### src/rtl/inert_spi_resp.sv
// inert_spi_resp: SPI mode-0 responder modelling the inertial sensor port (`INERT_RESP_WHOAMI_EN adds WHO_AM_I at 0x0F)
module inert_spi_resp #(
    parameter int SYNC_STAGES = 2
) (
    input  logic        clk,
    input  logic        rst,
    input  logic        SS_n,
    input  logic        SCLK,
    input  logic        MOSI,
    output logic        MISO,
    output logic        INT,
    input  logic [15:0] ptch_in,
    input  logic        ptch_vld,
    output logic        frm_done
);
    typedef enum logic [1:0] {IDLE, CMD, DATA} state_t;

    logic [SYNC_STAGES-1:0] ss_sync_q, sclk_sync_q, mosi_sync_q;
    logic        ss_hist_q, sclk_hist_q;
    logic        ss_s, sclk_s, mosi_s;
    logic        ss_rise, ss_fall, sclk_rise, sclk_fall;
    logic        frame_end, commit, shadow_load, rd_23;
    state_t      state_q, state_d;
    logic [4:0]  bit_cnt_q, bit_cnt_d;
    logic [7:0]  rx_shft_q, rx_shft_d;
    logic [7:0]  tx_shft_q, tx_shft_d;
    logic        rw_q, rw_d;
    logic [6:0]  addr_q, addr_d;
    logic [7:0]  int_cfg_q, int_cfg_d, reg10_q, reg10_d, reg11_q, reg11_d, reg14_q, reg14_d;
    logic [15:0] ptch_q, ptch_d, pend_q, pend_d;
    logic        pend_vld_q, pend_vld_d;
    logic        int_q, int_d, frm_done_q, frm_done_d;
    logic [7:0]  rd_data;

    assign ss_s   = ss_sync_q[SYNC_STAGES-1];
    assign sclk_s = sclk_sync_q[SYNC_STAGES-1];
    assign mosi_s = mosi_sync_q[SYNC_STAGES-1];
    // history resets low so SS_n must be seen high before a fall can start a frame
    assign ss_rise   = ss_s & ~ss_hist_q;
    assign ss_fall   = ~ss_s & ss_hist_q;
    assign sclk_rise = sclk_s & ~sclk_hist_q;
    assign sclk_fall = ~sclk_s & sclk_hist_q;

    assign frame_end   = ss_rise & (state_q != IDLE);
    assign commit      = frame_end & (bit_cnt_q == 5'd16);
    assign rd_23       = commit & rw_q & (addr_q == 7'h23);
    assign shadow_load = (ptch_vld & (state_q == IDLE)) | (frame_end & (ptch_vld | pend_vld_q));

    assign MISO     = (state_q == DATA) & tx_shft_q[7];
    assign INT      = int_q;
    assign frm_done = frm_done_q;

    // synchronize the SPI pins and keep one history flop for edge detection
    always_ff @(posedge clk) begin
        if (rst) begin
            ss_sync_q   <= '0;
            sclk_sync_q <= '0;
            mosi_sync_q <= '0;
            ss_hist_q   <= 1'b0;
            sclk_hist_q <= 1'b0;
        end else begin
            ss_sync_q   <= {ss_sync_q[SYNC_STAGES-2:0], SS_n};
            sclk_sync_q <= {sclk_sync_q[SYNC_STAGES-2:0], SCLK};
            mosi_sync_q <= {mosi_sync_q[SYNC_STAGES-2:0], MOSI};
            ss_hist_q   <= ss_s;
            sclk_hist_q <= sclk_s;
        end
    end

    // read mux for the register file, evaluated once the address is latched
    always_comb begin
        case (addr_q)
            7'h0D:   rd_data = int_cfg_q;
`ifdef INERT_RESP_WHOAMI_EN
            7'h0F:   rd_data = 8'h6A;
`endif
            7'h10:   rd_data = reg10_q;
            7'h11:   rd_data = reg11_q;
            7'h14:   rd_data = reg14_q;
            7'h22:   rd_data = ptch_q[7:0];
            7'h23:   rd_data = ptch_q[15:8];
            default: rd_data = 8'h00;
        endcase
    end

    // frame FSM, register file commit, sample shadowing and INT
    always_comb begin
        state_d    = state_q;
        bit_cnt_d  = bit_cnt_q;
        rx_shft_d  = rx_shft_q;
        tx_shft_d  = tx_shft_q;
        rw_d       = rw_q;
        addr_d     = addr_q;
        int_cfg_d  = int_cfg_q;
        reg10_d    = reg10_q;
        reg11_d    = reg11_q;
        reg14_d    = reg14_q;
        ptch_d     = ptch_q;
        pend_d     = pend_q;
        pend_vld_d = pend_vld_q;
        frm_done_d = commit;
        int_d      = (shadow_load & int_cfg_q[1]) | (int_q & ~rd_23);
        case (state_q)
            IDLE: begin
                if (ss_fall) begin
                    bit_cnt_d = '0;
                    rx_shft_d = '0;
                    tx_shft_d = '0;
                    state_d   = CMD;
                end
            end
            CMD: begin
                if (sclk_rise) begin
                    rx_shft_d = {rx_shft_q[6:0], mosi_s};
                    bit_cnt_d = bit_cnt_q + 5'd1;
                    if (bit_cnt_q == 5'd7) begin
                        rw_d   = rx_shft_q[6];
                        addr_d = {rx_shft_q[5:0], mosi_s};
                    end
                end
                if (sclk_fall && bit_cnt_q == 5'd8) begin
                    tx_shft_d = rw_q ? rd_data : 8'h00;
                    state_d   = DATA;
                end
            end
            DATA: begin
                if (sclk_rise && bit_cnt_q != 5'd16) begin
                    rx_shft_d = {rx_shft_q[6:0], mosi_s};
                    bit_cnt_d = bit_cnt_q + 5'd1;
                end
                if (sclk_fall)
                    tx_shft_d = {tx_shft_q[6:0], 1'b0};
            end
            default: state_d = IDLE;
        endcase
        if (ss_rise)
            state_d = IDLE;
        if (commit && !rw_q) begin
            case (addr_q)
                7'h0D:   int_cfg_d = rx_shft_q;
                7'h10:   reg10_d   = rx_shft_q;
                7'h11:   reg11_d   = rx_shft_q;
                7'h14:   reg14_d   = rx_shft_q;
                default: ;
            endcase
        end
        // samples arriving mid-frame are parked so 0x22/0x23 never tear; newest wins
        if (ptch_vld && state_q == IDLE)
            ptch_d = ptch_in;
        else if (frame_end) begin
            ptch_d     = ptch_vld ? ptch_in : (pend_vld_q ? pend_q : ptch_q);
            pend_vld_d = 1'b0;
        end else if (ptch_vld) begin
            pend_d     = ptch_in;
            pend_vld_d = 1'b1;
        end
    end

    // state register
    always_ff @(posedge clk) begin
        if (rst) begin
            state_q    <= IDLE;
            bit_cnt_q  <= '0;
            rx_shft_q  <= '0;
            tx_shft_q  <= '0;
            rw_q       <= 1'b0;
            addr_q     <= '0;
            int_cfg_q  <= '0;
            reg10_q    <= '0;
            reg11_q    <= '0;
            reg14_q    <= '0;
            ptch_q     <= '0;
            pend_q     <= '0;
            pend_vld_q <= 1'b0;
            int_q      <= 1'b0;
            frm_done_q <= 1'b0;
        end else begin
            state_q    <= state_d;
            bit_cnt_q  <= bit_cnt_d;
            rx_shft_q  <= rx_shft_d;
            tx_shft_q  <= tx_shft_d;
            rw_q       <= rw_d;
            addr_q     <= addr_d;
            int_cfg_q  <= int_cfg_d;
            reg10_q    <= reg10_d;
            reg11_q    <= reg11_d;
            reg14_q    <= reg14_d;
            ptch_q     <= ptch_d;
            pend_q     <= pend_d;
            pend_vld_q <= pend_vld_d;
            int_q      <= int_d;
            frm_done_q <= frm_done_d;
        end
    end
endmodule

### config.mk
export PLATFORM = sky130hd
export DESIGN_NAME = inert_spi_resp
export DESIGN_NICKNAME = d
export VERILOG_FILES = /design/src/rtl/inert_spi_resp.sv
export SDC_FILE = /design/constraint.sdc
export NUM_CORES = 1
export LEC_CHECK = 0
export CAP_MARGIN = 10
export CORE_UTILIZATION = 30
export DETAILED_ROUTE_END_ITERATION = 8
export GPL_TIMING_DRIVEN = 0
export PLACE_DENSITY = 0.57
export SYNTH_ARGS = -nofsm -noshare
export SYNTH_HDL_FRONTEND = slang
export SYNTH_SLANG_ARGS = --single-unit
### constraint.sdc
create_clock -name clk -period 6.1 [get_ports clk]
set_input_delay 1.22 -clock clk [delete_from_list [all_inputs] [get_ports clk]]
set_output_delay 1.22 -clock clk [all_outputs]
set_load 0.005 [all_outputs]
==> metrics.cfg <==
[cells_and_area]
n_antenna_cell = 0
multi_input_area_um2 = 2520
fin_util_pct = 35.8
final_nets = 639
area_growth_pct = 16.1
seq_area_um2 = 2120
fillCellCount = 1649
drive_above_1_share_pct = 6.83

[synth]
syn_inst = 578
syn_area_um2 = 4910
synth_flop_cell = dfxtp_1
synthArstFlopShare_pct = 0
synth_nets = 605
synth-seq-cells = 106
synth_edf_count = 0
seq_area_frac_synth_pct = 43.2
yosys.cell_types.count = 58
yosysWarnings = 0
post_synth.cell_area_avg_um2 = 8.50

[clock_network]
post_cts_buffers = 0
clock-sinks = 106
cts_tree = built
cts_root_buf = clkbuf_16
cts_resized = 0
insertion_delay_ns = 0.35
cts-hold-fix-buffers = 0
clockBufferDepth = 2
cts_buffers = 9
clk_pin_slew_worst_paths_ns = 0.07
htree_num_levels = 3

[worst_setup_path]
crit_type = register to primary output
r2r-end = int_cfg_q[7]
timing.critical_path.to_type = primary output
startpoint_type = register
crit_arrival_ns = 1.96
cp-endpoint = MISO
r2r_cells = 7
r2r_slack_ns = 3.61
worst_ep_required_time_ns = 4.88
cp_max_fo = 8
worstReg2RegStart = state_q[0]
startpoint = state_q[0]

[place]
io_buffers = 23
dpl.hpwl_um = 10300
place_congestion = 0.895

[global_routing]
grt_overflow = 0
grt_pass1_wl_um = 22300
antenna_found_initial = 0
grt_pass1_vias = 4208
grt_usage_pct = 17.5
grt_max_degree = 17

[route]
vias = 4403
drtIter0Drc = 303
firstDrtPassIters = 5
viasPerCell = 5.30
antenna_left = 0
routed_wirelength_um = 13900
post_drt_wl_per_cell_um = 16.8
drc = 0

[floorplanning]
io_pins = 25
rows = 46
die-area_um2 = 16900
start_util_pct = 30.8
die_y_um = 130
core_area_um2 = 15900
die_w_um = 130

[sta]
worst_slew_pin_slew_ns = 0.779
slew_violations = 0
period_share_pct = 52.1
fin_crit_ns = 3.18
fmax_ghz = 0.315
rsz0062_at_grt = false
tns_ns = 0
timing.hold.ws_ns = 0.450
setup_viol = 0
relSlewSlack_pct = 47.7
skew_ns = 0.00833
hold_viol_final = 0

[power_and_ir_drop]
irDropWorstVdd_v = 0.000160
finalPower_mw = 1.46
p_leak_nw = 1.83
pwr_density_cell_nw_per_um2 = 255

[flow_run]
drv_cap = 0

[outcome]
outcome = completed

[min_path]
hp-class = register to register

stage by stage:
stage                     cells  instance area (µm²)  worst slack, ns
after floorplan             578                 4910             3.78
after global placement      817                 5420             2.90
after detailed placement    817                 5420             2.89
after CTS                   831                 5710             2.90
after global routing        831                 5710             2.81
final                       831                 5710             2.92
worst max-delay path, stage by stage, from the launching register on:
cell and delay, ns:
dfxtp_1 0.33, inv_1 0.10, ha_1 0.15, clkbuf_1 0.35, and2_1 0.19, clkdlybuf4s50_1 0.49
Yosys cell counts (all sizes together), types with 3 or more instances:
cell     number  share of area [%]
a21oi        65                6.6
o221ai        7                1.2
nor2b        13                1.7
nor2         30                2.4
mux2          3               0.69
or4b          3               0.61
nand2        36                2.7
or2           3               0.38
o2bb2ai       5               0.89
a211oi       20                3.1
a221oi        4               0.84
a222oi        3               0.61
clkbuf       37                2.9
nor4          7               0.89
o21ai        46                4.7
nand3        37                3.8
mux2i        32                6.5
nand3b        6               0.92
dfxtp       106                 43
buf          15                1.5
nor3         11                1.2
inv          16                1.2
or3           4               0.51
ha            5                1.3
or3b          3               0.53
nand2b       14                1.8
nand4        19                2.4
power by group:
group	switching, mW	internal [mW]	total (mW)
Combinational	0.0948	0.0560	0.151
Clock	0.255	0.327	0.582
Sequential	0.0108	0.712	0.723
Total	0.361	1.09	1.46
sequential cells by signal, indices dropped and copies added, names as in the netlist:
| name | cells |
|---|---|
| ss_hist_q | 1 |
| frm_done | 1 |
| int_cfg_q | 8 |
| state_q | 2 |
| reg11_q | 8 |
| addr_q | 7 |
| ptch_q | 16 |
| rw_q | 1 |
| mosi_sync_q | 2 |
| reg14_q | 8 |
| bit_cnt_q | 5 |
| sclk_hist_q | 1 |
| pend_q | 16 |
| ss_sync_q | 2 |
| rx_shft_q | 8 |
| INT | 1 |
| sclk_sync_q | 2 |
| reg10_q | 8 |
| tx_shft_q | 8 |
| pend_vld_q | 1 |
metal layers:
metal	GRT usage, %	part of all wire [%]
met1	22.4	46
met2	29.4	48
met3	4.35	4.6
met4	4.31	1.3
met5	0	0
how the worst min path moves through the flow:
stage / from / end / slack, ns / cells past startpoint
final: ss_sync_q[0] / ss_sync_q[1] / 0.45 / 1
after global routing: ss_sync_q[0] / ss_sync_q[1] / 0.47 / 1
after CTS: ss_sync_q[0] / ss_sync_q[1] / 0.46 / 1
after detailed placement: sclk_sync_q[0] / sclk_sync_q[1] / 0.44 / 1
after global placement: sclk_sync_q[0] / sclk_sync_q[1] / 0.42 / 1
after floorplan: mosi_sync_q[0] / mosi_sync_q[1] / 0.41 / 1
cell families (layout without fill, tap and decap cells):
group | count (synthesis) | count (layout) | synth area share [%]
compound gates | 163 | 163 | 20.2
fa+ha+maj | 5 | 5 | 1.27
buf+inv | 68 | 105 | 5.52
flops | 106 | 106 | 43.2
mux | 35 | 35 | 7.20
simple gates | 201 | 201 | 22.6
cell usage in the layout (no fill, tap or decap), types with 2 or more instances in the layout:
cell,synthesis,final
a211oi_1,20,20
a21oi_1,65,65
a221oi_1,3,3
a222oi_1,3,3
buf_1,3,3
buf_2,12,12
clkbuf_1,36,36
clkbuf_16,0,9
clkdlybuf4s50_1,0,23
dfxtp_1,106,106
ha_1,5,5
inv_1,16,16
mux2_2,3,3
mux2i_1,32,32
nand2_1,36,36
nand2b_1,14,14
nand3_1,37,37
nand3b_1,6,6
nand4_1,19,19
nand4b_1,2,2
nand4bb_1,2,2
nor2_1,28,28
nor2_2,2,2
nor2b_1,13,13
nor3_1,10,10
nor4_1,7,7
o21ai_0,33,33
o21ai_1,13,13
o221ai_1,7,7
o2bb2ai_1,5,5
o32ai_1,2,2
o41ai_1,2,2
or2_2,2,2
or3_1,4,4
or3b_2,2,2
or4_1,2,2
or4b_2,2,2
or4bb_1,2,2
cell type report:
class | instances | area share, %
repair buffers | 23 | 4.03
inverters | 16 | 1.05
plain buffers | 52 | 3.71
flip-flops and latches | 106 | 37.2
multi-input cells | 404 | 44.2
clock buffers | 10 | 4.19
clock inverters | 4 | 0.921
well taps | 216 | 4.74
No activity file was read; power rests on OpenSTA's default activity.
